$ cat src/rtl/i_fetch_ctrl.sv
// Instruction fetch controller: walks the PC through an asynchronous ROM and
// queues {inst, pc} pairs in a small FIFO toward decode, with redirect flush.
module i_fetch_ctrl #(
  parameter int          DEPTH    = 4,
  parameter int          ADDR_W   = 8,
  parameter logic [31:0] RESET_PC = 32'h0000_0000
) (
  input  logic                       clk,
  input  logic                       rst,
  output logic [ADDR_W-1:0]          rom_addr,
  input  logic [31:0]                rom_data,
  input  logic                       redirect_valid,
  input  logic [31:0]                redirect_pc,
  output logic                       inst_valid,
  input  logic                       inst_ready,
  output logic [31:0]                inst,
  output logic [31:0]                inst_pc,
  output logic [$clog2(DEPTH):0]     count,
  output logic                       fault
);

  localparam int PW = $clog2(DEPTH);
  localparam int CW = PW + 1;
  localparam logic [CW-1:0] DEPTH_C = CW'(DEPTH);
  localparam logic [31:0] NOP = 32'h0000_0013;

  typedef enum logic {FETCH, FAULT} state_t;

  state_t          state_q, state_d;
  logic [31:0]     pc_q, pc_d;
  logic [PW-1:0]   head_q, head_d, tail_q, tail_d;
  logic [CW-1:0]   count_q, count_d;
  logic [31:0]     mem_inst_q [DEPTH];
  logic [31:0]     mem_pc_q   [DEPTH];
  logic            push, pop;

  assign rom_addr   = pc_q[ADDR_W+1:2];
  assign inst_valid = (count_q != '0);
  assign inst       = inst_valid ? mem_inst_q[head_q] : NOP;
  assign inst_pc    = inst_valid ? mem_pc_q[head_q] : 32'h0;
  assign count      = count_q;
  assign fault      = (state_q == FAULT);

  assign pop  = inst_valid && inst_ready;
  assign push = (state_q == FETCH) && !redirect_valid && ((count_q < DEPTH_C) || pop);

  always_ff @(posedge clk) begin
    if (rst) begin
      state_q <= FETCH;
      pc_q    <= RESET_PC;
      head_q  <= '0;
      tail_q  <= '0;
      count_q <= '0;
      for (int i = 0; i < DEPTH; i++) begin
        mem_inst_q[i] <= '0;
        mem_pc_q[i]   <= '0;
      end
    end else begin
      state_q <= state_d;
      pc_q    <= pc_d;
      head_q  <= head_d;
      tail_q  <= tail_d;
      count_q <= count_d;
      if (push) begin
        mem_inst_q[tail_q] <= rom_data;
        mem_pc_q[tail_q]   <= pc_q;
      end
    end
  end

  // Redirect wins over push/pop; a misaligned target parks the block in FAULT.
  always_comb begin
    state_d = state_q;
    pc_d    = pc_q;
    head_d  = head_q;
    tail_d  = tail_q;
    count_d = count_q;
    if (redirect_valid) begin
      head_d  = '0;
      tail_d  = '0;
      count_d = '0;
      if (redirect_pc[1:0] == 2'b00) begin
        state_d = FETCH;
        pc_d    = redirect_pc;
      end else begin
        state_d = FAULT;
      end
    end else begin
      if (push) begin
        tail_d = tail_q + 1'b1;
        pc_d   = pc_q + 32'd4;
      end
      if (pop) begin
        head_d = head_q + 1'b1;
      end
      case ({push, pop})
        2'b10:   count_d = count_q + 1'b1;
        2'b01:   count_d = count_q - 1'b1;
        default: count_d = count_q;
      endcase
    end
  end

endmodule

$ cat config.mk
export PLATFORM = sky130hd
export DESIGN_NAME = i_fetch_ctrl
export DESIGN_NICKNAME = d
export VERILOG_FILES = /design/src/rtl/i_fetch_ctrl.sv
export SDC_FILE = /design/constraint.sdc
export NUM_CORES = 1
export LEC_CHECK = 0
export ABC_AREA = 1
export BUFFER_PORTS_ARGS = -buffer_cell sky130_fd_sc_hd__buf_2
export CAP_MARGIN = 20
export CORE_MARGIN = 2
export CORE_UTILIZATION = 25
export DETAILED_ROUTE_END_ITERATION = 7
export PLACE_DENSITY = 0.38
export SYNTH_ARGS = -nofsm -noshare
export SYNTH_HDL_FRONTEND = slang
export SYNTH_SLANG_ARGS = --single-unit
$ cat constraint.sdc
create_clock -name clk -period 12.8 [get_ports clk]
set_clock_uncertainty 0.2 [all_clocks]
set_input_delay 2.56 -clock clk [delete_from_list [all_inputs] [get_ports clk]]
set_output_delay 2.56 -clock clk [all_outputs]
set_load 0.03 [all_outputs]
==> results of run 1 <==
-- how the worst max path moves through the flow --
stage	startpoint	end	slack [ps]	depth (start not counted)
final	flip-flop	inst[4]	6480	8
after global routing	flip-flop	inst[1]	6110	8
after CTS	flip-flop	inst[4]	6330	8
after detailed placement	flip-flop	inst[4]	6910	8
after global placement	flip-flop	inst[1]	6490	7
after floorplan	redirect_valid	mem_inst_q[3][0]$_DFFE_PP_	4590	4
-- where the power goes --
part,leakage (nW),switching (W),total [W],internal (W)
logic,2.58,0.000180,0.000237,0.0000567
clock network,0.581,0.000421,0.00105,0.000626
registers,3.00,0.0000204,0.00112,0.00110
total,6.16,0.000622,0.00241,0.00178
-- cells by family (layout without fill, tap and decap cells) --
family / count (synthesis) / after routing / share of synthesized area [%]
AO/OA/AOI/OAI: 234 / 234 / 8.351
AND/OR/NAND/NOR: 813 / 813 / 24.82
buffers and inverters: 250 / 381 / 7.537
flip-flops: 298 / 298 / 58.98
adder cells (fa/ha/maj): 3 / 3 / 0.3115
-- final cells by class --
type / instances / area (sq um) / share of cell area (%)
Clock inverter: 15 / 152.6 / 0.8963
Sequential cell: 298 / 8533 / 50.10
Clock buffer: 52 / 1035 / 6.076
Timing Repair Buffer: 159 / 870.8 / 5.113
Inverter: 155 / 585.6 / 3.438
Tap cell: 765 / 957.2 / 5.620
Multi-Input combinational cell: 1050 / 4897 / 28.75
-- registers in the layout, indices dropped and copies added (netlist names), named ones only --
name        cells
fault           1
mem_pc_q      128
pc_q           32
head_q          2
count           3
tail_q          2
mem_inst_q    128
-- tightest hold or removal path, stage by stage, from the launching register on --
cell and delay [ps]:
dfxtp_1 320, nand2_1 60, a21oi_1 50
-- cell usage after synthesis, drive strengths merged --
cell type,count,area (sq um)
o311ai,3,26.28
nand4,5,31.28
fa,1,20.02
o21ai,137,685.7
inv,154,580.6
and2,1,6.260
a41oi,1,8.760
nand3,47,235.2
nor2,587,2615
buf,44,314.1
o211ai,4,30.03
nand3b,1,7.510
nor3,18,95.09
ha,2,25.02
clkinv,1,3.750
nand2,153,591.8
edfxtp,256,7687
a21oi,81,405.4
a31oi,7,43.79
dfxtp,42,840.8
clkbuf,51,191.4
nor4,1,6.260
o21a,1,7.510
-- layer usage --
layer  routed length, um  track usage [%]  part of all wire (%)
met1               20990            20.44                    45
met2               22190            26.22                    48
met3                2161            2.447                   4.7
met4                 838            3.928                   1.8
met5                   0                0                     0
-- metrics by stage --
stage	std cells	setup slack (ps)	power [W]	hold slack (ps)	area (sq um)
6_report	2494	6479	0.002406	285.8	17030
5_1_grt	2494	6112	0.002505	316.7	17030
4_1_cts	2494	6331	0.002447	285.6	17030
3_5_place_dp	2427	6911	0.001387	274.0	15840
3_3_place_gp	2424	6494	0.001386	259.2	15780
2_1_floorplan	1598	4590	0.001298	235.7	14460
==> impl_metrics.py, run 1 <==
metrics = {
    "floorplan": {
        "die-area_sq_um": 59780,
        "die_h_um": 244.5,
        "core_sq_um": 57480,
        "rows": 88,
        "start_util_pct": 25.16,
        "fp.dieW_um": 244.5,
        "boundaryPins": 145,
    },
    "routing": {
        "drt_iter0_drc": 623,
        "num_vias": 10990,
        "drc_errors": 0,
        "ant_nets": 0,
        "drt_first_pass_iters": 5,
        "drt-total-wl_mm": 46.18,
        "wl_per_cell_um": 18.52,
        "viasPerCell": 4.407,
    },
    "cells_and_area": {
        "syn_to_final_growth_pct": 17.79,
        "fin_nets": 1773,
        "drive_gt1_share_pct": 16.31,
        "fin_util_pct": 29.63,
        "fillCellCount": 6225,
        "n_antenna_cell": 0,
        "mostFrequentLayoutCell": "nor2_1",
        "layout_common_cells": "532 x nor2_1, 256 x edfxtp_1, 149 x inv_1, 146 x nand2_1, 144 x buf_2",
    },
    "worst_setup_path": {
        "r2r_start": "count[2]$_SDFFE_PP0P_",
        "worst_path_max_delay_cell": "dfxtp_4",
        "crit_path_max_incr_delay_ps": 870,
        "crit_type": "reg2out",
        "required_ps": 10040,
        "crit_buf_inv": 4,
        "rr_worst_depth": 8,
        "end_kind": "output pin",
        "path_common_cell": "nor2_1",
        "critPathMaxFanout": 62,
        "path_delay_family": "buffers and inverters",
        "crit_chain": "clkinv_2 -> buf_12 -> buf_4 -> nor2_1 -> nor2_1 -> o21ai_0 -> o311ai_0 -> buf_2",
        "r2r_slack_ps": 9540,
        "start_kind": "flip-flop",
        "crit_arrival_ps": 3560,
        "reg2reg_to": "mem_pc_q[1][22]$_SDFFCE_PN0P_",
    },
    "placed_design": {
        "place_congestion": 0.8071,
        "numPortBuffers": 144,
        "dp_hpwl_mm": 27.34,
    },
    "global_route": {
        "grt_pass1_vias": 11100,
        "grt_pass1_wl_mm": 69.77,
        "grt_antenna_before_repair": 1,
        "overflow": 0,
        "grt_max_degree": 69,
        "track_usage_pct": 15.44,
    },
    "status": {
        "run_status": "finished, final reports clean",
    },
    "synth": {
        "synth_area_sq_um": 14460,
        "syn_inst": 1598,
        "yosysWarningCount": 0,
        "yosysSeqAreaShare_pct": 58.98,
        "syn_nets": 1669,
        "postSynthAreaPerCell_sq_um": 9.048,
        "yosysUniqueCellTypes": 36,
        "ys_seq_elements": 298,
    },
    "clock_tree": {
        "htreeDepth": 2,
        "post_cts_resized": 0,
        "root_buffer": "clkbuf_16",
        "path_clk_slew_ps": 60,
        "cts_inserted_buffers": 38,
        "cts_buffer_depth": 3,
        "clock_sinks": 298,
        "cts_setup_buffers": 0,
        "cts_tree": "yes",
        "hold_buffers": 0,
        "insertion_delay_ps": 540,
    },
    "sta": {
        "setup_tns_ps": 0,
        "setup_viol": 0,
        "finalCriticalPeriod_ps": 6321,
        "finalHoldViolCount": 0,
        "fmax_mhz": 158.2,
        "finalMaxSlewViolations": 0,
        "tightest_slew_ps": 1032,
        "rsz0062_at_grt": "no",
        "maxSlewHeadroom_pct": 31.17,
        "period_share_pct": 49.38,
    },
    "run": {
        "drv_cap": 0,
    },
    "pwr": {
        "leakagePower_nw": 6.158,
        "vdd.ir_drop.worst_mv": 0.07326,
        "power_density_nw_per_um2": 141.3,
    },
    "worst_hold_path": {
        "min_delay_path_depth": 2,
        "worstHoldStart": "pc_q[31]$_SDFFE_PP0P_",
        "worstHoldEndpoint": "pc_q[31]$_SDFFE_PP0P_",
        "min_path_type": "reg2reg",
    },
}
No activity file was read; power rests on OpenSTA's default activity.
==> inputs of run 2 (changes only) <==
Settings changed: PLACE_DENSITY 0.38 to 0.4.
Clock period 12.8 ns to 5.7 ns, I/O delays scaled along.
==> run 2 against run 1 <==
- combinational power up 130%
- non-clock buffer count grew 4
- critical path depth shrank 1
- design area is 0.40% higher
- core utilization up 0.12 points
- via count fell by 0.73%
- highest routed layer unchanged
- largest power group unchanged
- sequential share of layout area shrank 0.20 points
- sequential cell count did not move
==> impl_metrics.py, run 2 (synthesis results as in run 1) <==
metrics = {
    "status": {
        "run_status": "finished, final reports clean",
    },
    "pwr": {
        "vdd.ir_drop.worst_mv": 0.1719,
        "leakagePower_nw": 6.191,
        "power_density_nw_per_um2": 312.6,
        "p_total_w": 0.005345,
    },
    "cells_and_area": {
        "multiInputGateArea_sq_um": 4897,
        "fillCellCount": 6182,
        "syn_to_final_growth_pct": 18.26,
        "fin_nets": 1777,
        "fin_util_pct": 29.75,
        "seq_area_sq_um": 8533,
        "drive_gt1_share_pct": 16.47,
        "n_antenna_cell": 0,
        "mostFrequentLayoutCell": "nor2_1",
        "layout_common_cells": "532 x nor2_1, 256 x edfxtp_1, 149 x inv_1, 146 x nand2_1, 144 x buf_2",
        "largestRegisters": "mem_inst_q (128), mem_pc_q (128), pc_q (32)",
    },
    "placed_design": {
        "place_congestion": 0.7646,
        "dp_hpwl_mm": 27.49,
        "numPortBuffers": 144,
        "dpl_worst_slack_ps": 1613,
    },
    "clock_tree": {
        "root_buffer": "clkbuf_16",
        "post_cts_resized": 0,
        "cts_tree": "yes",
        "hold_buffers": 0,
        "path_clk_slew_ps": 60,
        "htreeDepth": 2,
        "cts_setup_buffers": 0,
        "cts_buffer_depth": 3,
        "cts_inserted_buffers": 38,
        "insertion_delay_ps": 550,
        "clock_sinks": 298,
    },
    "sta": {
        "finalMaxSlewViolations": 0,
        "setup_tns_ps": 0,
        "finalHoldViolCount": 0,
        "rsz0062_at_grt": "no",
        "finalCriticalPeriod_ps": 4587,
        "setup_slack_ps": 1113,
        "whs_ps": 264.6,
        "period_share_pct": 80.47,
        "maxSlewHeadroom_pct": 29.73,
        "fmax_mhz": 218.0,
        "tightest_slew_ps": 1052,
        "setup_viol": 0,
    },
    "routing": {
        "ant_nets": 0,
        "num_vias": 10910,
        "viasPerCell": 4.363,
        "drt_first_pass_iters": 4,
        "drt-total-wl_mm": 44.92,
        "wl_per_cell_um": 17.96,
        "drt_iter0_drc": 569,
        "drc_errors": 0,
    },
    "worst_setup_path": {
        "crit_type": "reg2out",
        "crit_path_max_incr_delay_ps": 800,
        "crit_chain": "buf_4 -> buf_4 -> nor2_1 -> nor2_1 -> o21ai_0 -> a21oi_1 -> buf_2",
        "crit_arrival_ps": 3250,
        "reg2reg_to": "mem_pc_q[0][10]$_SDFFCE_PN0P_",
        "worst_path_max_delay_cell": "buf_4",
        "critPathMaxFanout": 72,
        "end_kind": "output pin",
        "r2r_slack_ps": 2790,
        "r2r_start": "count[2]$_SDFFE_PP0P_",
        "start_kind": "flip-flop",
        "rr_worst_depth": 8,
        "required_ps": 4360,
        "crit_end": "inst[18]",
    },
    "run": {
        "drv_cap": 0,
    },
    "global_route": {
        "grt_max_degree": 73,
        "grt_antenna_before_repair": 2,
        "overflow": 0,
        "grt_pass1_wl_mm": 68.93,
        "grt_pass1_vias": 11180,
        "track_usage_pct": 15.18,
    },
    "worst_hold_path": {
        "min_path_type": "reg2reg",
        "min_delay_path_depth": 2,
    },
    "floorplan": {
        "die-area_sq_um": 59780,
        "start_util_pct": 25.16,
        "die_h_um": 244.5,
        "fp.dieW_um": 244.5,
        "boundaryPins": 145,
        "core_sq_um": 57480,
        "rows": 88,
    },
}
-- run 2: cell types whose count changed in the layout (fill, tap and decap cells not counted) --
cell       before  now
buf_4          12   14
bufinv_16       3    1
inv_6           1    2
buf_12          3    1
clkbuf_1       12    8
clkinv_2        8    6
clkbuf_8        1    4
clkbuf_16      39   38
buf_16          0    4
clkinv_1        4   11
clkinv_8        0    1
-- run 2: metal layers --
layer / vias to the layer above / global-route usage (%) / wire length, um
li1: 5427 / - / -
met1: 5201 / 20.65 / 20870
met2: 239 / 25.01 / 21330
met3: 44 / 2.656 / 1918
met4: 0 / 3.712 / 791
met5: - / 0 / 0
-- run 2: worst min path at each step --
| stage | start | endpoint | slack (ps) |
|---|---|---|---|
| 2_1_floorplan | head_q[1]$_SDFFE_PP0P_ | flip-flop | 240 |
| 3_3_place_gp | head_q[1]$_SDFFE_PP0P_ | flip-flop | 250 |
| 3_5_place_dp | head_q[1]$_SDFFE_PP0P_ | flip-flop | 250 |
| 4_1_cts | head_q[1]$_SDFFE_PP0P_ | flip-flop | 260 |
| 5_1_grt | head_q[1]$_SDFFE_PP0P_ | flip-flop | 310 |
| 6_report | head_q[1]$_SDFFE_PP0P_ | flip-flop | 260 |
-- run 2: final cells by class --
type | count | area share, %
Timing Repair Buffer | 163 | 5.591
Clock inverter | 20 | 0.7830
Sequential cell | 298 | 49.90
Tap cell | 765 | 5.598
Inverter | 155 | 3.425
Clock buffer | 50 | 6.059
Multi-Input combinational cell | 1050 | 28.64
-- run 2: critical path: cells and delay by family, from the launching register on --
kind	cells	cell delay (ps)
buffers and inverters	3	1610
and+or+nand+nor	2	240
DFF	1	340
AOI/OAI and AO/OA	2	390
-- run 2: where the power goes --
| group | internal [W] | switching [W] |
|---|---|---|
| Clock | 0.00133 | 0.000959 |
| Combinational | 0.000135 | 0.000408 |
| Sequential | 0.00247 | 0.0000419 |
-- run 2: per-stage QoR --
step           cells  cell area (sq um)
2_1_floorplan   1598              14460
3_3_place_gp    2427              15820
3_5_place_dp    2430              15900
4_1_cts         2500              17070
5_1_grt         2501              17100
6_report        2501              17100
